--- src/rtl/id_ex_shift_stage.sv ---
// ID/EX register for the shift datapath with RAW forwarding from EX/MEM and MEM/WB; 1-cycle latency.
// stall holds the stage (rs data refreshed from the forward mux); flush or an invalid load inserts a counted bubble.
module id_ex_shift_stage #(
    parameter int DW  = 16,
    parameter int RW  = 4,
    parameter int BCW = 8
) (
    input  logic           clk,
    input  logic           rst,
    input  logic           stall,
    input  logic           flush,
    input  logic           id_valid,
    input  logic [1:0]     id_opcode,
    input  logic [RW-1:0]  id_rs_addr,
    input  logic [DW-1:0]  id_rs_data,
    input  logic [3:0]     id_imm,
    input  logic [RW-1:0]  id_rd_addr,
    input  logic           id_reg_write,
    input  logic           exmem_reg_write,
    input  logic [RW-1:0]  exmem_rd_addr,
    input  logic [DW-1:0]  exmem_result,
    input  logic           memwb_reg_write,
    input  logic [RW-1:0]  memwb_rd_addr,
    input  logic [DW-1:0]  memwb_result,
    output logic           ex_valid,
    output logic [DW-1:0]  ex_shift_in,
    output logic [3:0]     ex_shift_val,
    output logic [1:0]     ex_shift_op,
    output logic [RW-1:0]  ex_rd_addr,
    output logic           ex_reg_write,
    output logic [BCW-1:0] bubble_cnt
);

    logic           r_valid;
    logic [1:0]     r_op;
    logic [3:0]     r_imm;
    logic [RW-1:0]  r_rd_addr;
    logic           r_reg_write;
    logic [RW-1:0]  r_rs_addr;
    logic [DW-1:0]  r_rs_data;
    logic [BCW-1:0] r_bubble_cnt;

    logic           w_rs_nonzero;
    logic           w_exmem_hit;
    logic           w_memwb_hit;
    logic [DW-1:0]  w_fwd_data;
    logic           w_bubble;
    logic [BCW-1:0] w_bubble_cnt_inc;

    // R0 is hardwired zero, so producers targeting it are never forwarded.
    assign w_rs_nonzero = (r_rs_addr != '0);
    assign w_exmem_hit  = exmem_reg_write && (exmem_rd_addr == r_rs_addr) && w_rs_nonzero;
    assign w_memwb_hit  = memwb_reg_write && (memwb_rd_addr == r_rs_addr) && w_rs_nonzero;

    always_comb begin
        w_fwd_data = r_rs_data;
        if (w_exmem_hit) begin
            w_fwd_data = exmem_result;
        end else if (w_memwb_hit) begin
            w_fwd_data = memwb_result;
        end
    end

    assign w_bubble         = flush || (!stall && !id_valid);
    assign w_bubble_cnt_inc = (&r_bubble_cnt) ? r_bubble_cnt : r_bubble_cnt + 1'b1;

    always_ff @(posedge clk) begin
        if (rst) begin
            r_valid      <= 1'b0;
            r_op         <= 2'b00;
            r_imm        <= 4'd0;
            r_rd_addr    <= '0;
            r_reg_write  <= 1'b0;
            r_rs_addr    <= '0;
            r_rs_data    <= '0;
            r_bubble_cnt <= '0;
        end else begin
            if (flush) begin
                r_valid     <= 1'b0;
                r_op        <= 2'b00;
                r_imm       <= 4'd0;
                r_rd_addr   <= '0;
                r_reg_write <= 1'b0;
                r_rs_addr   <= '0;
                r_rs_data   <= '0;
            end else if (stall) begin
                // Latch the forwarded value so a held op survives its producer retiring.
                r_rs_data <= w_fwd_data;
            end else begin
                r_valid     <= id_valid;
                r_op        <= id_opcode;
                r_imm       <= id_imm;
                r_rd_addr   <= id_rd_addr;
                r_reg_write <= id_valid && id_reg_write;
                r_rs_addr   <= id_rs_addr;
                r_rs_data   <= id_rs_data;
            end
            if (w_bubble) begin
                r_bubble_cnt <= w_bubble_cnt_inc;
            end
        end
    end

    assign ex_valid     = r_valid;
    assign ex_shift_in  = w_fwd_data;
    assign ex_shift_val = r_imm;
    assign ex_shift_op  = r_op;
    assign ex_rd_addr   = r_rd_addr;
    assign ex_reg_write = r_reg_write && r_valid;
    assign bubble_cnt   = r_bubble_cnt;

endmodule

--- config.mk ---
export PLATFORM = sky130hd
export DESIGN_NAME = id_ex_shift_stage
export DESIGN_NICKNAME = d
export VERILOG_FILES = /design/src/rtl/id_ex_shift_stage.sv
export SDC_FILE = /design/constraint.sdc
export NUM_CORES = 1
export LEC_CHECK = 0
export ABC_CLOCK_PERIOD_IN_PS = 3400
export BUFFER_PORTS_ARGS = -buffer_cell sky130_fd_sc_hd__buf_2
export CAP_MARGIN = 10
export CORE_MARGIN = 2
export CORE_UTILIZATION = 45
export DETAILED_ROUTE_END_ITERATION = 16
export MAX_ROUTING_LAYER = met4
export PLACE_DENSITY = 0.8
export SLEW_MARGIN = 20
export SYNTH_ARGS = -nofsm -noshare
export SYNTH_HDL_FRONTEND = slang
export SYNTH_SLANG_ARGS = --single-unit
--- constraint.sdc ---
create_clock -name clk -period 3.4 [get_ports clk]
set_clock_uncertainty 0.2 [all_clocks]
set_input_delay 0.34 -clock clk [delete_from_list [all_inputs] [get_ports clk]]
set_output_delay 0.34 -clock clk [all_outputs]
set_load 0.1 [all_outputs]
==> results.ini <==
[cts]
cts-htree-levels = 2
cts.sinks = 40
clkTransAtPathRegs_ns = 0.08
root_buffer = clkbuf_8
cts_buffers = 5
cts_resized = 0
cts_buffer_depth = 2
cts_hold_buffers = 0
cts_tree = built
insertion_delay_ns = 0.28
cts_setup_buffers = 0

[die]
start_util = 0.472
io_pins = 114
rows = 24
fp.dieArea_um2 = 5190
core_um2 = 4410
dieHeight_um = 72.0
die_x_um = 72.0

[sta]
finalSetupViolations = 0
timing.slew.headroom = 0.339
worst_pin_slew_ns = 0.992
fin_crit_sh = 0.907
fmax_ghz = 0.324
rsz0062_at_grt = no
hold_viol = 0
slew_viol_final = 0
period_needed_ns = 3.08
setup-tns-final_ns = 0

[synthesis]
synthCells = 240
synth-seq-area-share = 0.384
avgSynthCellArea_um2 = 8.68
ys_types = 30
yosys_warnings = 0
netlist_area_um2 = 2080
synth-seq-cells = 40
synth_area_leaders = dfxtp_1 (38%), mux2i_1 (15%), nor2_1 (7.0%)
syn-num-nets = 319
yosysTopAreaCellShare = 0.384
yosysTopAreaCell = dfxtp_1

[critical_path]
crit_path_max_fanout = 30
r2r_cells = 6
cp_data_arrival_time_ns = 2.54
endpoint_kind = output pin
crit_path_start_kind = register
rrSetupSlack_ns = 0.87
reg2reg_from = r_rs_addr[0]$_SDFFE_PP0N_
critPathLaunch = r_rs_addr[0]$_SDFFE_PP0N_
cp-endpoint = ex_shift_in[7]
criticalPathCategory = reg2out
required_ns = 2.86
r2r_end = r_rs_data[7]$_SDFF_PP0_

[placement]
placed_cells = 392
place.gp.congestion = 0.858
dpl.hpwl_mm = 4.00
port_buffers = 113

[power]
max-vdd-ir-drop_v = 0.000320
powerDensity_nw_per_um2 = 396
power_mw = 1.11
leakage_nw = 1.39

[global_route]
grt_pass1_vias = 2121
grt_overflow = 0
grt_max_degree = 33
grt_pass1_wl_mm = 8.89
antenna_found_initial = 0
track_usage = 0.217

[drt]
num_vias = 2175
route.detailed.drc = 0
ant_nets = 0
drt-vias-per-instance = 5.45
wirelength_mm = 5.50
first_pass_iters = 4
drt_iter0_markers = 120
wl_per_cell_um = 13.8

[finish]
synthToLayoutAreaGrowth_pct = 34.7
final_common_cell = buf_2
final_cell_mix = buf_2 (113), dfxtp_1 (40), nor2_1 (39)
finalNonFillerCells = 399
antenna_cells = 0
nets = 426
layout-drive-gt1-share = 0.401

[run_status]
status = completed

[worst_hold_path]
hp-class = in2reg

[run]
maxCapViolations = 0

-- state kept, by name, summed over array words and instances, names as in the netlist --
name and flops:
ex_shift_op 2, ex_valid 1, ex_rd_addr 4, r_rs_addr 4, ex_shift_val 4, bubble_cnt 8
r_rs_data 16, r_reg_write 1
-- power by group --
part	internal, mW	switching (mW)
sequential	0.484	0.0109
clock	0.181	0.161
combinational	0.0811	0.194
total	0.746	0.366
-- cell type report --
cell class                 instances  area (µm²)
fill                             389        1610
tap                               52        65.1
clock buffer                       7        96.3
timing repair buffer             118         603
sequential                        40         801
multi-input combinational        182        1240
-- metal layers --
| layer | part of all wire | wire [µm] | vias up | GRT usage |
|---|---|---|---|---|
| met5 | 0 | 0 | - | - |
| met4 | 0.0053 | 29 | 0 | 0.0650 |
| met3 | 0.085 | 465 | 4 | 0.0486 |
| met2 | 0.48 | 2650 | 90 | 0.385 |
| met1 | 0.43 | 2350 | 999 | 0.244 |
| li1 | - | - | 1082 | - |
-- how the worst min path moves through the flow --
stage                                       from                      endpoint  depth (start not counted)
floorplan               r_reg_write$_SDFFE_PP0N_      r_reg_write$_SDFFE_PP0N_                          2
global placement    ex_shift_val[1]$_SDFFE_PP0N_  ex_shift_val[1]$_SDFFE_PP0N_                          2
detailed placement   ex_shift_op[0]$_SDFFE_PP0N_   ex_shift_op[0]$_SDFFE_PP0N_                          2
CTS                                    id_imm[2]  ex_shift_val[2]$_SDFFE_PP0N_                          3
global route                           id_imm[3]  ex_shift_val[3]$_SDFFE_PP0N_                          3
finish                              id_reg_write      r_reg_write$_SDFFE_PP0N_                          3
-- synth_stat cells (all sizes together) --
library cell  number
ha                 1
and2               2
or2                1
or3                3
a21oi             20
o21bai             1
nand4              4
nor2b              1
buf                6
o21a               1
nor4               2
nor3               2
nor2              39
a22oi              1
a41oi             16
xor2               5
nand2              6
clkbuf            12
nand3              4
dfxtp             40
nor3b             16
xnor2              6
o21ai             18
mux2i             32
a21o               1
-- kinds of logic after synthesis --
family / share of synthesized area
AOI/OAI and AO/OA: 0.175
xor gates and xnor gates: 0.0462
adders and majority gates: 0.00601
buffers and inverters: 0.0378
DFF: 0.384
muxes: 0.154
and+or+nand+nor: 0.197
-- per-stage QoR --
stage	cell area [µm²]	setup slack (ns)	util	hold WS (ns)
3_3_place_gp	2710	0.658	0.614	0.270
6_report	2810	0.316	0.636	0.0885
5_1_grt	2810	0.0989	0.636	0.0908
2_1_floorplan	2120	0.139	-	0.273
3_5_place_dp	2710	0.621	0.614	0.283
4_1_cts	2810	0.296	0.636	0.0803
-- critical path, cell delays in order, from the launching register on --
cell and delay (ns):
dfxtp_1 0.43, nor3_1 0.08, or3_1 0.35, a21o_1 0.52
buf_4 0.33, a21oi_2 0.12, buf_2 0.43
Note: power is estimated with default switching activity, not from simulation.
